==> src/rtl/ex_operand_stage_if.sv <==
// ex_operand_stage_if
//   Bundles the ID -> EX operand-stage traffic: the incoming decoded
//   instruction, the EX/MEM and MEM/WB forwarding taps, the flush request
//   and the registered operand bundle sent toward the ALU.
//   master : the surroundings (ID, forwarding sources, ALU side)
//   slave  : the operand stage itself
interface ex_operand_stage_if #(
    parameter int DATA_W = 32,
    parameter int REG_AW = 5
);
    logic              flush;
    logic              in_valid;
    logic              in_ready;
    logic [REG_AW-1:0] in_rs_addr;
    logic [REG_AW-1:0] in_rt_addr;
    logic [DATA_W-1:0] in_rs_data;
    logic [DATA_W-1:0] in_rt_data;
    logic [15:0]       in_imm;
    logic [4:0]        in_shamt;
    logic [3:0]        in_aluc;
    logic              in_a_sel;
    logic [1:0]        in_b_sel;
    logic [REG_AW-1:0] in_dest;
    logic              in_wen;
    logic              fwd_mem_wen;
    logic [REG_AW-1:0] fwd_mem_addr;
    logic [DATA_W-1:0] fwd_mem_data;
    logic              fwd_wb_wen;
    logic [REG_AW-1:0] fwd_wb_addr;
    logic [DATA_W-1:0] fwd_wb_data;
    logic              out_valid;
    logic              out_ready;
    logic [DATA_W-1:0] out_a;
    logic [DATA_W-1:0] out_b;
    logic [3:0]        out_aluc;
    logic [DATA_W-1:0] out_store_data;
    logic [REG_AW-1:0] out_dest;
    logic              out_wen;

    modport master (
        output flush, in_valid, in_rs_addr, in_rt_addr, in_rs_data, in_rt_data,
               in_imm, in_shamt, in_aluc, in_a_sel, in_b_sel, in_dest, in_wen,
               fwd_mem_wen, fwd_mem_addr, fwd_mem_data,
               fwd_wb_wen, fwd_wb_addr, fwd_wb_data, out_ready,
        input  in_ready, out_valid, out_a, out_b, out_aluc, out_store_data,
               out_dest, out_wen
    );

    modport slave (
        input  flush, in_valid, in_rs_addr, in_rt_addr, in_rs_data, in_rt_data,
               in_imm, in_shamt, in_aluc, in_a_sel, in_b_sel, in_dest, in_wen,
               fwd_mem_wen, fwd_mem_addr, fwd_mem_data,
               fwd_wb_wen, fwd_wb_addr, fwd_wb_data, out_ready,
        output in_ready, out_valid, out_a, out_b, out_aluc, out_store_data,
               out_dest, out_wen
    );
endinterface

==> src/rtl/ex_operand_stage.sv <==
// ex_operand_stage
//   ID/EX register stage in front of the 32-bit ALU. Resolves RAW hazards
//   by forwarding from EX/MEM (highest priority) and MEM/WB, selects ALU
//   operands A and B, and registers them together with the ALU opcode,
//   store data and write-back tags behind a valid/ready handshake.
//   Ports:
//     clk  : rising-edge clock
//     rst  : synchronous active-high reset, clears every output register
//     bus  : ex_operand_stage_if.slave (ID inputs, forwarding taps, flush,
//            registered ALU-side outputs)
module ex_operand_stage #(
    parameter int DATA_W = 32,
    parameter int REG_AW = 5
) (
    input  logic                clk,
    input  logic                rst,
    ex_operand_stage_if.slave   bus
);

    // Forwarding mux for one source index. Register 0 is hard-wired and is
    // never forwarded, even if a younger stage claims to write it.
    function automatic logic [DATA_W-1:0] fwd_pick(
        input logic [REG_AW-1:0] idx,
        input logic [DATA_W-1:0] rf_data,
        input logic              mem_wen,
        input logic [REG_AW-1:0] mem_addr,
        input logic [DATA_W-1:0] mem_data,
        input logic              wb_wen,
        input logic [REG_AW-1:0] wb_addr,
        input logic [DATA_W-1:0] wb_data
    );
        logic [DATA_W-1:0] r;
        r = rf_data;
        if (idx != '0) begin
            if (mem_wen && (mem_addr == idx))
                r = mem_data;
            else if (wb_wen && (wb_addr == idx))
                r = wb_data;
        end
        return r;
    endfunction

    function automatic logic signed [DATA_W-1:0] sext_imm(input logic signed [15:0] imm);
        return {{(DATA_W-16){imm[15]}}, imm};
    endfunction

    function automatic logic [DATA_W-1:0] zext_imm(input logic [15:0] imm);
        return {{(DATA_W-16){1'b0}}, imm};
    endfunction

    function automatic logic [DATA_W-1:0] zext_shamt(input logic [4:0] shamt);
        return {{(DATA_W-5){1'b0}}, shamt};
    endfunction

    logic [DATA_W-1:0] rs_fwd_p0;
    logic [DATA_W-1:0] rt_fwd_p0;
    logic [DATA_W-1:0] a_p0;
    logic [DATA_W-1:0] b_p0;

    logic              vld_p1;
    logic              wen_p1;
    logic [DATA_W-1:0] a_p1;
    logic [DATA_W-1:0] b_p1;
    logic [3:0]        aluc_p1;
    logic [DATA_W-1:0] store_p1;
    logic [REG_AW-1:0] dest_p1;

    logic              in_ready;

    // ---- p0: forwarding and operand selection (combinational) ----
    always_comb begin
        rs_fwd_p0 = fwd_pick(bus.in_rs_addr, bus.in_rs_data,
                             bus.fwd_mem_wen, bus.fwd_mem_addr, bus.fwd_mem_data,
                             bus.fwd_wb_wen, bus.fwd_wb_addr, bus.fwd_wb_data);
        rt_fwd_p0 = fwd_pick(bus.in_rt_addr, bus.in_rt_data,
                             bus.fwd_mem_wen, bus.fwd_mem_addr, bus.fwd_mem_data,
                             bus.fwd_wb_wen, bus.fwd_wb_addr, bus.fwd_wb_data);

        // Shift-by-immediate ops take the count from shamt on operand A.
        a_p0 = bus.in_a_sel ? zext_shamt(bus.in_shamt) : rs_fwd_p0;

        b_p0 = '0;
        unique case (bus.in_b_sel)
            2'b00:   b_p0 = rt_fwd_p0;
            2'b01:   b_p0 = sext_imm(bus.in_imm);
            2'b10:   b_p0 = zext_imm(bus.in_imm);
            default: b_p0 = '0;
        endcase
    end

    // A free output slot, or one being emptied this cycle, can take a new
    // instruction; flush deliberately does not gate this.
    assign in_ready = !vld_p1 || bus.out_ready;

    // ---- p1: registered operand bundle toward the ALU ----
    always_ff @(posedge clk) begin
        if (rst) begin
            vld_p1   <= 1'b0;
            wen_p1   <= 1'b0;
            a_p1     <= '0;
            b_p1     <= '0;
            aluc_p1  <= '0;
            store_p1 <= '0;
            dest_p1  <= '0;
        end else if (bus.flush) begin
            // Squash both the held and any offered instruction; data is
            // left stale since nothing qualifies it without out_valid.
            vld_p1 <= 1'b0;
            wen_p1 <= 1'b0;
        end else if (in_ready) begin
            vld_p1 <= bus.in_valid;
            wen_p1 <= bus.in_valid && bus.in_wen;
            if (bus.in_valid) begin
                a_p1     <= a_p0;
                b_p1     <= b_p0;
                aluc_p1  <= bus.in_aluc;
                store_p1 <= rt_fwd_p0;
                dest_p1  <= bus.in_dest;
            end
        end
    end

    assign bus.in_ready       = in_ready;
    assign bus.out_valid      = vld_p1;
    assign bus.out_wen        = wen_p1;
    assign bus.out_a          = a_p1;
    assign bus.out_b          = b_p1;
    assign bus.out_aluc       = aluc_p1;
    assign bus.out_store_data = store_p1;
    assign bus.out_dest       = dest_p1;

endmodule

==> src/flat_wrapper.sv <==
// flat-port wrapper written by rule: the top's interface ports become plain ports
module ex_operand_stage_flat 
#(
    parameter int DATA_W = 32,
    parameter int REG_AW = 5
)
  (clk, rst, bus_flush, bus_in_valid, bus_in_rs_addr, bus_in_rt_addr, bus_in_rs_data, bus_in_rt_data, bus_in_imm, bus_in_shamt, bus_in_aluc, bus_in_a_sel, bus_in_b_sel, bus_in_dest, bus_in_wen, bus_fwd_mem_wen, bus_fwd_mem_addr, bus_fwd_mem_data, bus_fwd_wb_wen, bus_fwd_wb_addr, bus_fwd_wb_data, bus_out_ready, bus_in_ready, bus_out_valid, bus_out_a, bus_out_b, bus_out_aluc, bus_out_store_data, bus_out_dest, bus_out_wen);
  ex_operand_stage_if #(.DATA_W(DATA_W), .REG_AW(REG_AW)) bus_i ();
  input  logic clk;
  input  logic rst;
  input wire logic [$bits(bus_i.flush)-1:0] bus_flush;
  input wire logic [$bits(bus_i.in_valid)-1:0] bus_in_valid;
  input wire logic [$bits(bus_i.in_rs_addr)-1:0] bus_in_rs_addr;
  input wire logic [$bits(bus_i.in_rt_addr)-1:0] bus_in_rt_addr;
  input wire logic [$bits(bus_i.in_rs_data)-1:0] bus_in_rs_data;
  input wire logic [$bits(bus_i.in_rt_data)-1:0] bus_in_rt_data;
  input wire logic [$bits(bus_i.in_imm)-1:0] bus_in_imm;
  input wire logic [$bits(bus_i.in_shamt)-1:0] bus_in_shamt;
  input wire logic [$bits(bus_i.in_aluc)-1:0] bus_in_aluc;
  input wire logic [$bits(bus_i.in_a_sel)-1:0] bus_in_a_sel;
  input wire logic [$bits(bus_i.in_b_sel)-1:0] bus_in_b_sel;
  input wire logic [$bits(bus_i.in_dest)-1:0] bus_in_dest;
  input wire logic [$bits(bus_i.in_wen)-1:0] bus_in_wen;
  input wire logic [$bits(bus_i.fwd_mem_wen)-1:0] bus_fwd_mem_wen;
  input wire logic [$bits(bus_i.fwd_mem_addr)-1:0] bus_fwd_mem_addr;
  input wire logic [$bits(bus_i.fwd_mem_data)-1:0] bus_fwd_mem_data;
  input wire logic [$bits(bus_i.fwd_wb_wen)-1:0] bus_fwd_wb_wen;
  input wire logic [$bits(bus_i.fwd_wb_addr)-1:0] bus_fwd_wb_addr;
  input wire logic [$bits(bus_i.fwd_wb_data)-1:0] bus_fwd_wb_data;
  input wire logic [$bits(bus_i.out_ready)-1:0] bus_out_ready;
  output wire logic [$bits(bus_i.in_ready)-1:0] bus_in_ready;
  output wire logic [$bits(bus_i.out_valid)-1:0] bus_out_valid;
  output wire logic [$bits(bus_i.out_a)-1:0] bus_out_a;
  output wire logic [$bits(bus_i.out_b)-1:0] bus_out_b;
  output wire logic [$bits(bus_i.out_aluc)-1:0] bus_out_aluc;
  output wire logic [$bits(bus_i.out_store_data)-1:0] bus_out_store_data;
  output wire logic [$bits(bus_i.out_dest)-1:0] bus_out_dest;
  output wire logic [$bits(bus_i.out_wen)-1:0] bus_out_wen;
  assign bus_i.flush = bus_flush;
  assign bus_i.in_valid = bus_in_valid;
  assign bus_i.in_rs_addr = bus_in_rs_addr;
  assign bus_i.in_rt_addr = bus_in_rt_addr;
  assign bus_i.in_rs_data = bus_in_rs_data;
  assign bus_i.in_rt_data = bus_in_rt_data;
  assign bus_i.in_imm = bus_in_imm;
  assign bus_i.in_shamt = bus_in_shamt;
  assign bus_i.in_aluc = bus_in_aluc;
  assign bus_i.in_a_sel = bus_in_a_sel;
  assign bus_i.in_b_sel = bus_in_b_sel;
  assign bus_i.in_dest = bus_in_dest;
  assign bus_i.in_wen = bus_in_wen;
  assign bus_i.fwd_mem_wen = bus_fwd_mem_wen;
  assign bus_i.fwd_mem_addr = bus_fwd_mem_addr;
  assign bus_i.fwd_mem_data = bus_fwd_mem_data;
  assign bus_i.fwd_wb_wen = bus_fwd_wb_wen;
  assign bus_i.fwd_wb_addr = bus_fwd_wb_addr;
  assign bus_i.fwd_wb_data = bus_fwd_wb_data;
  assign bus_i.out_ready = bus_out_ready;
  assign bus_in_ready = bus_i.in_ready;
  assign bus_out_valid = bus_i.out_valid;
  assign bus_out_a = bus_i.out_a;
  assign bus_out_b = bus_i.out_b;
  assign bus_out_aluc = bus_i.out_aluc;
  assign bus_out_store_data = bus_i.out_store_data;
  assign bus_out_dest = bus_i.out_dest;
  assign bus_out_wen = bus_i.out_wen;
  ex_operand_stage #(.DATA_W(DATA_W), .REG_AW(REG_AW)) u_core (.clk(clk), .rst(rst), .bus(bus_i));
endmodule
==> config.mk <==
export PLATFORM = sky130hd
export DESIGN_NAME = ex_operand_stage_flat
export DESIGN_NICKNAME = d
export VERILOG_FILES = /design/src/rtl/ex_operand_stage_if.sv /design/src/rtl/ex_operand_stage.sv /design/src/flat_wrapper.sv
export SDC_FILE = /design/constraint.sdc
export NUM_CORES = 1
export LEC_CHECK = 0
export ABC_AREA = 1
export ABC_CLOCK_PERIOD_IN_PS = 4100
export BUFFER_PORTS_ARGS = -buffer_cell sky130_fd_sc_hd__buf_2
export CORE_MARGIN = 4
export CORE_UTILIZATION = 23
export DETAILED_ROUTE_END_ITERATION = 16
export HOLD_SLACK_MARGIN = 0.12
export PLACE_DENSITY = 0.44
export SYNTH_ARGS = -nofsm -noshare
export SYNTH_HDL_FRONTEND = slang
export SYNTH_SLANG_ARGS = --single-unit
==> constraint.sdc <==
create_clock -name clk -period 4.1 [get_ports clk]
set_clock_uncertainty 0.2 [all_clocks]
set_input_delay 0.41 -clock clk [delete_from_list [all_inputs] [get_ports clk]]
set_output_delay 0.41 -clock clk [all_outputs]
set_load 0.005 [all_outputs]
==> results.py, run 1 <==
metrics = {
    "status": {
        "outcome": "complete, no violations",
    },
    "synthesis": {
        "syn-num-nets": 1215,
        "ys_seq_area_share_pct": 34.23,
        "synth-seq-cells": 107,
        "syn_avg_cell_area_um2": 6.099,
        "ys.warnings.count": 0,
        "synth_area_um2": 6257,
        "synth_cell_type_count": 27,
        "netlist_instances": 1026,
    },
    "sta": {
        "rsz0062_at_grt": "no",
        "tightestPinTransition_ns": 1.089,
        "max_slew_margin_pct": 27.11,
        "period_share_pct": 63.58,
        "hold_viol_final": 0,
        "slew_violations": 0,
        "fmax_mhz": 383.6,
        "period_minus_slack_ns": 2.607,
        "setup_viol_count_final": 0,
        "setup_tns_ns": 0,
    },
    "job": {
        "cap_violations": 0,
    },
    "pwr": {
        "pwr-share-clk_pct": 35.9,
        "switching_share_pct": 31.37,
        "p_int_uw": 1714,
        "irDropWorstVdd_v": 0.0001771,
        "powerDensity_nw_per_um2": 297.4,
        "seqPwrFrac_pct": 44.6,
        "p_comb_share_pct": 19.5,
        "p_leak_uw": 0.004343,
        "p_switching_uw": 783.6,
    },
    "cts": {
        "cts_made_buffers": 9,
        "cts_setup_buffers": 0,
        "clock_latency_ns": 0.35,
        "clock_path_buffers": 2,
        "clkSlewWorstSetupHoldPaths_ns": 0.08,
        "cts_sinks": 107,
        "cts_tree": "yes",
        "cts_max_level": 3,
        "cts-root-buf": "clkbuf_16",
    },
    "cells_and_area": {
        "drive_gt1_share_pct": 27.67,
        "syn_to_final_growth_pct": 34.19,
        "nNetsFinal": 1478,
        "final_cells": 1638,
        "final_area_um2": 8397,
    },
    "worst_setup_path": {
        "criticalPathCategory": "in2reg",
        "cp-end-kind": "flip-flop",
        "critPathRequiredTime_ns": 4.19,
        "arrival_ns": 2.70,
        "start_kind": "primary input",
        "cp_max_fo": 27,
    },
    "floorplanning": {
        "ios": 297,
        "die_w_um": 172.9,
        "core_um2": 26880,
        "start_util_pct": 23.28,
        "dieArea_um2": 29910,
        "row_count": 60,
        "die_h_um": 172.9,
    },
    "drt": {
        "drt-total-wl_mm": 28.27,
        "vias_per_cell": 4.574,
        "first_pass_iters": 5,
        "routedWlPerCell_um": 17.26,
        "ant_nets": 0,
        "vias": 7492,
        "drt_iter0_drc": 402,
        "drc": 0,
    },
    "global_routing": {
        "grt_pass1_wl_mm": 44.08,
        "grt_overflow": 0,
        "antenna_found_initial": 5,
        "first_global_vias": 7505,
        "grt_usage_pct": 18.52,
        "grt_max_degree": 92,
    },
    "place": {
        "portBuffers": 296,
        "dpl.cell_count": 1607,
        "hpwl_mm": 21.27,
        "gp_congestion": 0.8432,
        "place_area_um2": 7984,
    },
    "worst_hold_path": {
        "hold_path.class": "in2reg",
    },
}
==> routing by layer <==
layer | track usage (%) | part of all wire (%)
met5 | 0 | 0.16
met4 | 3.625 | 1.2
met3 | 5.466 | 6.9
met2 | 32.65 | 49
met1 | 22.55 | 43
==> area by class of cell <==
class / instances / area, um^2
clock inverters: 6 / 56.30
clock buffers: 10 / 229.0
flip-flops and latches: 107 / 2142
repair buffers: 321 / 1714
fillers: 3093 / 18480
inverters: 124 / 466.7
multi-input cells: 726 / 3354
well taps: 341 / 426.7
diodes: 3 / 7.507
==> metrics by stage <==
stage	hold WS (ns)	utilization (%)	total power (uW)	worst slack, ns
after floorplan	0.2618	-	1380	2.246
after global placement	0.2518	29.71	1624	1.188
after CTS	0.1224	31.22	2548	1.448
after detailed placement	0.2541	29.71	1622	1.155
after global routing	0.1374	31.22	2651	1.312
final	0.1420	31.24	2498	1.493
==> worst paths after layout <==
check	slack (ns)	start	depth (start not counted)	to
hold reg to reg	0.26	u_core.bus.out_store_data[17]	2	u_core.bus.out_store_data[17]
setup / recovery	1.49	bus_flush	9	u_core.bus.out_a[26]
setup reg to reg	1.68	u_core.bus.out_valid	9	u_core.bus.out_a[26]
hold / removal	0.14	bus_in_shamt[0]	3	u_core.bus.out_a[0]
==> cell usage in the layout, fill, tap and decap left out, types with 3 or more instances in the layout <==
master,netlist,routed
nand4_1,19,19
a22oi_1,5,5
buf_4,2,13
inv_1,120,119
a21oi_2,10,10
a21oi_1,106,106
diode_2,0,3
o21ai_0,94,94
nand2_1,264,264
nand3_2,2,3
nand3_1,68,67
inv_2,3,3
nor2_2,11,13
buf_2,19,295
o22ai_1,5,5
nor2_1,117,114
dlygate4sd3_1,0,12
clkbuf_16,0,9
dfxtp_1,107,107
o211ai_1,18,18
==> cell usage after synthesis, drive strengths merged <==
library cell  instances  area [um^2]
a21oi               116        618.1
clkbuf               36        135.1
nand2               265        997.2
nand3b                1        7.510
o22ai                 5        31.28
buf                  33        177.7
a22oi                 5        37.54
o21ai                94        470.5
nand4                19        118.9
inv                 123        461.7
or2                   1        6.260
clkinv                1        3.750
o211a                 1        10.01
nor2                128        508.0
nand3                70        360.3
dfxtp               107         2142
a211oi                2        15.01
o211ai               18        135.1
nor4                  1        21.27
==> what timing repair did <==
item,CTS,global route
resized for setup,0,0
hold endpoints to repair,12,0
hold buffers,12,0
==> sequential cells by signal (all words and copies together), names as in the netlist <==
| name | count |
|---|---|
| u_core.bus.out_b | 32 |
| u_core.bus.out_wen | 1 |
| u_core.bus.out_a | 32 |
| u_core.bus.out_aluc | 4 |
| u_core.bus.out_dest | 5 |
| u_core.bus.out_valid | 1 |
| u_core.bus.out_store_data | 32 |
==> cells by family after synthesis <==
family | count (synthesis) | synth area share (%)
compound gates | 241 | 21.06
buf+inv | 193 | 12.44
flops | 107 | 34.23
simple gates | 485 | 32.27
==> critical path, cell delays in order <==
cell,delay [ns]
dlygate4sd3_1,0.53
buf_2,0.15
nor2_4,0.11
clkinv_2,0.07
buf_4,0.23
nor2_2,0.53
buf_4,0.36
nand3_1,0.14
a21oi_1,0.14
==> power groups by stage <==
stage	clock, uW	sequential, uW	combinational, uW
5_1_grt	978	1120	552
2_1_floorplan	0	1140	239
4_1_cts	940	1110	494
3_3_place_gp	0	1140	486
3_5_place_dp	0	1140	484
6_report	898	1110	486
Note: power is estimated with default switching activity, not from simulation.
==> run 2: changes to the inputs <==
--- a/config.mk
+++ b/config.mk
@@ -6,13 +6,13 @@
 export NUM_CORES = 1
 export LEC_CHECK = 0
 export ABC_AREA = 1
-export ABC_CLOCK_PERIOD_IN_PS = 4100
+export ABC_CLOCK_PERIOD_IN_PS = 2090
 export BUFFER_PORTS_ARGS = -buffer_cell sky130_fd_sc_hd__buf_2
 export CORE_MARGIN = 4
 export CORE_UTILIZATION = 23
 export DETAILED_ROUTE_END_ITERATION = 16
 export HOLD_SLACK_MARGIN = 0.12
-export PLACE_DENSITY = 0.44
+export PLACE_DENSITY = 0.46
 export SYNTH_ARGS = -nofsm -noshare
 export SYNTH_HDL_FRONTEND = slang
 export SYNTH_SLANG_ARGS = --single-unit
==> constraint.sdc (replaced) <==
create_clock -name clk -period 2.09 [get_ports clk]
set_clock_uncertainty 0.2 [all_clocks]
set_input_delay 0.209 -clock clk [delete_from_list [all_inputs] [get_ports clk]]
set_output_delay 0.209 -clock clk [all_outputs]
set_load 0.005 [all_outputs]
==> run 2 against run 1 <==
Net effect: wire length increased by 6.0%; setup slack got worse by 1.4 ns; sequential power increased by 97%; utilization increased by 5.4 points; cell count increased by 8.1%; clock power increased by 110%; via count increased by 8.1%; global-route usage increased by 0.86 points; critical endpoint is now u_core.bus.out_store_data[3]; largest power group unchanged; highest routed layer unchanged.
==> results.py, run 2 (synthesis gave the netlist of run 1 again) <==
metrics = {
    "place": {
        "gp_congestion": 0.8390,
        "place_area_um2": 8257,
        "portBuffers": 296,
        "place_ws_ns": 0.1020,
        "hpwl_mm": 22.46,
    },
    "global_routing": {
        "globalRouteMet3Util_pct": 4.416,
        "top_usage_layer": "met2",
        "grt_max_degree": 92,
        "met2_usage_pct": 35.55,
        "antenna_found_initial": 6,
        "grt_overflow": 0,
        "grt_usage_pct": 19.38,
        "first_global_vias": 8161,
        "use_met1_pct": 22.90,
        "grt_pass1_wl_mm": 46.40,
    },
    "worst_setup_path": {
        "cp-endpoint": "u_core.bus.out_store_data[3]",
        "cp_max_fo": 13,
        "reg2reg_depth": 7,
        "crit_path_cell_trace": "buf_2 -> inv_1 -> nand2_1 -> nand2_1 -> nor2_1 -> nand3_2 -> nand2_2 -> nand2_4 -> buf_12 -> nand2_1 -> buf_4 -> nand2_1 -> dlygate4sd3_1 -> a21oi_1",
        "r2r_setup_slack_ns": 0.35,
        "arrival_ns": 2.12,
        "critPathRequiredTime_ns": 2.19,
        "cpPeakStageDelay_ns": 0.56,
        "crit_path_start": "bus_fwd_wb_addr[4]",
        "slowest_stage": "dlygate4sd3_1",
        "start_kind": "primary input",
        "rr_startpoint": "u_core.bus.out_valid",
        "timing.rr.end": "u_core.bus.out_b[14]",
        "cpMostUsedCell": "nand2_1",
        "cp-end-kind": "flip-flop",
        "criticalPathCategory": "in2reg",
    },
    "cts": {
        "clock_path_buffers": 2,
        "clock_latency_ns": 0.35,
        "cts-root-buf": "clkbuf_16",
        "cts_made_buffers": 9,
        "cts_tree": "yes",
        "cts_sinks": 107,
        "cts_max_level": 3,
        "clkSlewWorstSetupHoldPaths_ns": 0.09,
    },
    "drt": {
        "routedWlPerCell_um": 16.94,
        "vias_per_cell": 4.577,
        "first_pass_iters": 5,
        "drt_iter0_drc": 460,
        "vias": 8102,
        "drt-total-wl_mm": 29.98,
        "ant_nets": 0,
        "drc": 0,
    },
    "sta": {
        "tightestPinTransition_ns": 0.4417,
        "hold_viol_final": 0,
        "setup_viol_count_final": 0,
        "rsz0062_at_grt": "no",
        "setup_slack_ns": 0.06307,
        "period_minus_slack_ns": 2.027,
        "setup_tns_ns": 0,
        "fmax_mhz": 493.4,
        "max_slew_margin_pct": 70.42,
        "fin_hold_ws_ns": 0.1190,
        "period_share_pct": 96.98,
        "slew_violations": 0,
    },
    "floorplanning": {
        "row_count": 60,
        "ios": 297,
        "start_util_pct": 23.28,
        "die_w_um": 172.9,
        "core_um2": 26880,
        "dieArea_um2": 29910,
        "die_h_um": 172.9,
    },
    "cells_and_area": {
        "mostFrequentLayoutCells": "295 x buf_2, 263 x nand2_1, 121 x dlygate4sd3_1, 119 x inv_1, 112 x nor2_1",
        "drive_gt1_share_pct": 27.24,
        "nNetsFinal": 1612,
        "final_common_cell": "buf_2",
        "syn_to_final_growth_pct": 57.33,
        "nFillCells": 2948,
        "final_area_um2": 9844,
    },
    "status": {
        "outcome": "complete, no violations",
    },
    "pwr": {
        "powerDensity_nw_per_um2": 534.8,
        "irDropWorstVdd_v": 0.0003278,
        "p_leak_uw": 0.004985,
    },
    "worst_hold_path": {
        "hold_path.class": "in2reg",
    },
    "job": {
        "cap_violations": 0,
    },
}
run 2: changes by cell type in the layout (fill, tap and decap cells not counted), sizes merged:
| cell | before | now |
|---|---|---|
| dlymetal6s4s | 0 | 1 |
| dlygate4sd3 | 12 | 121 |
| clkbuf | 10 | 9 |
| inv | 126 | 125 |
| buf | 309 | 333 |
| diode | 3 | 1 |
| clkinv | 3 | 5 |
| clkinvlp | 1 | 0 |
| bufinv | 0 | 1 |
run 2: power breakdown:
part / total (uW) / switching [uW] / internal [uW] / leakage (uW)
combinational: 1200 / 634 / 564 / 0.00396
sequential: 2190 / 50.6 / 2140 / 0.000874
clock: 1880 / 924 / 955 / 0.000153
run 2: layout make-up:
type	count	area (um^2)	area share, %
Tap cell	341	426.7	4.334
Multi-Input combinational cell	726	3379	34.33
Clock buffer	9	225.2	2.288
Clock inverter	7	86.33	0.8770
Sequential cell	107	2142	21.76
Inverter	124	467.9	4.753
Timing Repair Buffer	455	3114	31.63
Antenna cell	1	2.502	0.02542
run 2: worst min path at each step:
stage / start / endpoint / slack (ns) / cells past startpoint
2_1_floorplan: bus_flush / u_core.bus.out_valid / 0.09 / 1
3_3_place_gp: bus_in_aluc[3] / u_core.bus.out_aluc[3] / 0.24 / 3
3_5_place_dp: bus_in_aluc[0] / u_core.bus.out_aluc[0] / 0.24 / 3
4_1_cts: bus_fwd_wb_data[25] / u_core.bus.out_a[25] / 0.12 / 5
5_1_grt: bus_fwd_wb_data[10] / u_core.bus.out_a[10] / 0.15 / 5
6_report: bus_fwd_wb_data[17] / u_core.bus.out_a[17] / 0.12 / 5
run 2: through the flow:
stage               cells  total power, uW  utilization (%)
floorplan            1026             2708                -
global placement     1630             3246            30.72
detailed placement   1630             3242            30.72
CTS                  1768             5338            36.42
global route         1770             5543            36.63
finish               1770             5265            36.63
run 2: metal layers:
metal  wire [um]  share of wire (%)
met5          75               0.25
met4         593                2.0
met3        1663                5.5
met2       15200                 51
met1       12450                 42
run 2: worst max-delay path: cells and delay by family:
family,cells,cell delay [ns]
AO/OA/AOI/OAI,1,0.12
AND/OR/NAND/NOR,8,0.80
buffers and inverters,5,0.99
run 2: timing repair:
item                                    in CTS  in global routing
setup buffers                                0                  1
endpoints found under the setup margin       0                 12
gates resized for setup                      0                 15
hold endpoints to repair                   104                  0
hold buffers                               122                  0
==> run 3: changes to the inputs <==
--- a/config.mk
+++ b/config.mk
@@ -9,10 +9,11 @@
 export ABC_CLOCK_PERIOD_IN_PS = 2090
 export BUFFER_PORTS_ARGS = -buffer_cell sky130_fd_sc_hd__buf_2
 export CORE_MARGIN = 4
-export CORE_UTILIZATION = 23
+export CORE_UTILIZATION = 43
 export DETAILED_ROUTE_END_ITERATION = 16
+export GPL_ROUTABILITY_DRIVEN = 0
 export HOLD_SLACK_MARGIN = 0.12
-export PLACE_DENSITY = 0.46
+export PLACE_DENSITY = 0.77
 export SYNTH_ARGS = -nofsm -noshare
 export SYNTH_HDL_FRONTEND = slang
 export SYNTH_SLANG_ARGS = --single-unit
==> constraint.sdc (replaced) <==
create_clock -name clk -period 2.09 [get_ports clk]
set_clock_uncertainty 0.2 [all_clocks]
set_input_delay 0.3135 -clock clk [delete_from_list [all_inputs] [get_ports clk]]
set_output_delay 0.3135 -clock clk [all_outputs]
set_load 0.005 [all_outputs]
==> run 3 against run 2 <==
Net effect: global-route usage up 9.5 points; combinational power down 12%; sequential share of layout area up 2.1 points; setup slack better by 0.068 ns; power down 5.2%; sequential power about the same; largest power group unchanged; sequential cell count unchanged; clock power down 7%.
==> results.py, run 3 (synthesis gave the netlist of run 1 again) <==
metrics = {
    "cells_and_area": {
        "final_area_um2": 8994,
        "nNetsFinal": 1555,
        "mostFrequentLayoutCells": "295 x buf_2, 264 x nand2_1, 119 x inv_1, 114 x nor2_1, 107 x dfxtp_1",
        "syn_to_final_growth_pct": 43.73,
        "final_util_pct": 64.05,
        "final_common_cell": "buf_2",
        "drive_gt1_share_pct": 27.35,
        "nFillCells": 1321,
    },
    "floorplanning": {
        "dieArea_um2": 16550,
        "core_um2": 14040,
        "die_h_um": 128.6,
        "die_w_um": 128.6,
        "ios": 297,
        "row_count": 43,
        "start_util_pct": 44.56,
    },
    "global_routing": {
        "grt_usage_pct": 28.86,
        "grt_pass1_wl_mm": 38.14,
        "grt_overflow": 0,
        "grt_max_degree": 92,
        "antenna_found_initial": 3,
        "first_global_vias": 7565,
    },
    "drt": {
        "drc": 0,
        "drt-total-wl_mm": 24.92,
        "ant_nets": 0,
        "drt_iter0_drc": 611,
        "routedWlPerCell_um": 16.04,
        "vias_per_cell": 5.185,
        "vias": 8052,
        "first_pass_iters": 5,
    },
    "sta": {
        "slew_violations": 0,
        "period_minus_slack_ns": 1.959,
        "period_share_pct": 93.72,
        "rsz0062_at_grt": "no",
        "setup_viol_count_final": 0,
        "setup_slack_ns": 0.1312,
        "max_slew_margin_pct": 75.39,
        "tightestPinTransition_ns": 0.3691,
        "setup_tns_ns": 0,
        "fmax_mhz": 510.5,
        "hold_viol_final": 0,
    },
    "job": {
        "cap_violations": 0,
    },
    "pwr": {
        "p_leak_uw": 0.004701,
        "irDropWorstVdd_v": 0.0004294,
        "powerDensity_nw_per_um2": 555.1,
        "p_total_uw": 4992,
    },
    "cts": {
        "cts-root-buf": "clkbuf_16",
        "cts_setup_buffers": 0,
        "clock_latency_ns": 0.35,
        "cts_made_buffers": 9,
        "cts_tree": "yes",
        "clock_path_buffers": 2,
        "clkSlewWorstSetupHoldPaths_ns": 0.08,
        "cts_max_level": 3,
        "cts_sinks": 107,
        "post_cts_resized": 0,
        "ctsHoldBuffers": 73,
    },
    "worst_setup_path": {
        "r2r_setup_slack_ns": 0.24,
        "arrival_ns": 2.05,
        "cp-end-kind": "flip-flop",
        "timing.rr.end": "u_core.bus.out_a[31]",
        "start_kind": "primary input",
        "critPathRequiredTime_ns": 2.18,
        "cp_max_fo": 28,
        "reg2reg_depth": 8,
        "rr_startpoint": "u_core.bus.out_valid",
        "criticalPathCategory": "in2reg",
    },
    "worst_hold_path": {
        "hold_end": "u_core.bus.out_store_data[10]",
        "hold_path.class": "in2reg",
        "hold_depth": 5,
        "hold_start": "bus_in_rt_data[10]",
    },
    "place": {
        "place_area_um2": 7965,
        "place_ws_ns": 0.01342,
        "hpwl_mm": 18.12,
        "portBuffers": 296,
    },
    "status": {
        "outcome": "complete, no violations",
    },
}
[run 3: stage by stage]
| stage | cells | hold WS [ns] |
|---|---|---|
| after floorplan | 1026 | 0.1920 |
| after global placement | 1462 | 0.2486 |
| after detailed placement | 1462 | 0.2538 |
| after CTS | 1551 | 0.1200 |
| after global routing | 1553 | 0.1500 |
| final | 1553 | 0.1310 |
[run 3: worst max path at each step]
| stage | start | to | slack [ns] | cells past startpoint |
|---|---|---|---|---|
| 6_report | bus_flush | u_core.bus.out_a[31] | 0.13 | 8 |
| 2_1_floorplan | bus_in_rt_addr[0] | u_core.bus.out_b[7] | 0.33 | 11 |
| 3_3_place_gp | bus_in_rt_addr[1] | u_core.bus.out_b[3] | 0.04 | 14 |
| 4_1_cts | bus_flush | u_core.bus.out_a[31] | 0.14 | 8 |
| 5_1_grt | bus_flush | u_core.bus.out_a[31] | 0.04 | 8 |
| 3_5_place_dp | bus_in_rt_addr[1] | u_core.bus.out_b[3] | 0.01 | 14 |
[run 3: power breakdown]
part	internal, uW	total, uW	switching [uW]
Sequential	2140	2190	49.8
Clock	844	1740	899
Combinational	482	1060	581
Total	3460	4990	1530
[run 3: cell type report]
cell class	instances	area, um^2	share of cell area [%]
multi-input combinational	726	3354	37.30
timing repair buffer	398	2507	27.88
sequential	107	2142	23.82
inverter	124	466.7	5.189
clock buffer	9	225.2	2.504
tap	180	225.2	2.504
clock inverter	7	67.56	0.7513
antenna	2	5.005	0.05565
[run 3: metal layers]
layer  vias to the layer above  part of all wire (%)  track usage, %  wire length (um)
met5                         -                 0.076               0                19
met2                       393                    48           50.41             12020
met4                         2                   4.5           13.53              1117
met1                      3607                    39           33.39              9604
met3                        74                   8.7           6.683              2158
li1                       3976                     -               -                 -
[run 3: critical path: stages]
cell	delay, ns
dlygate4sd3_1	0.56
buf_2	0.16
nor2_4	0.15
clkinv_2	0.15
nor2_2	0.20
buf_12	0.21
nand3_1	0.15
a21oi_1	0.15
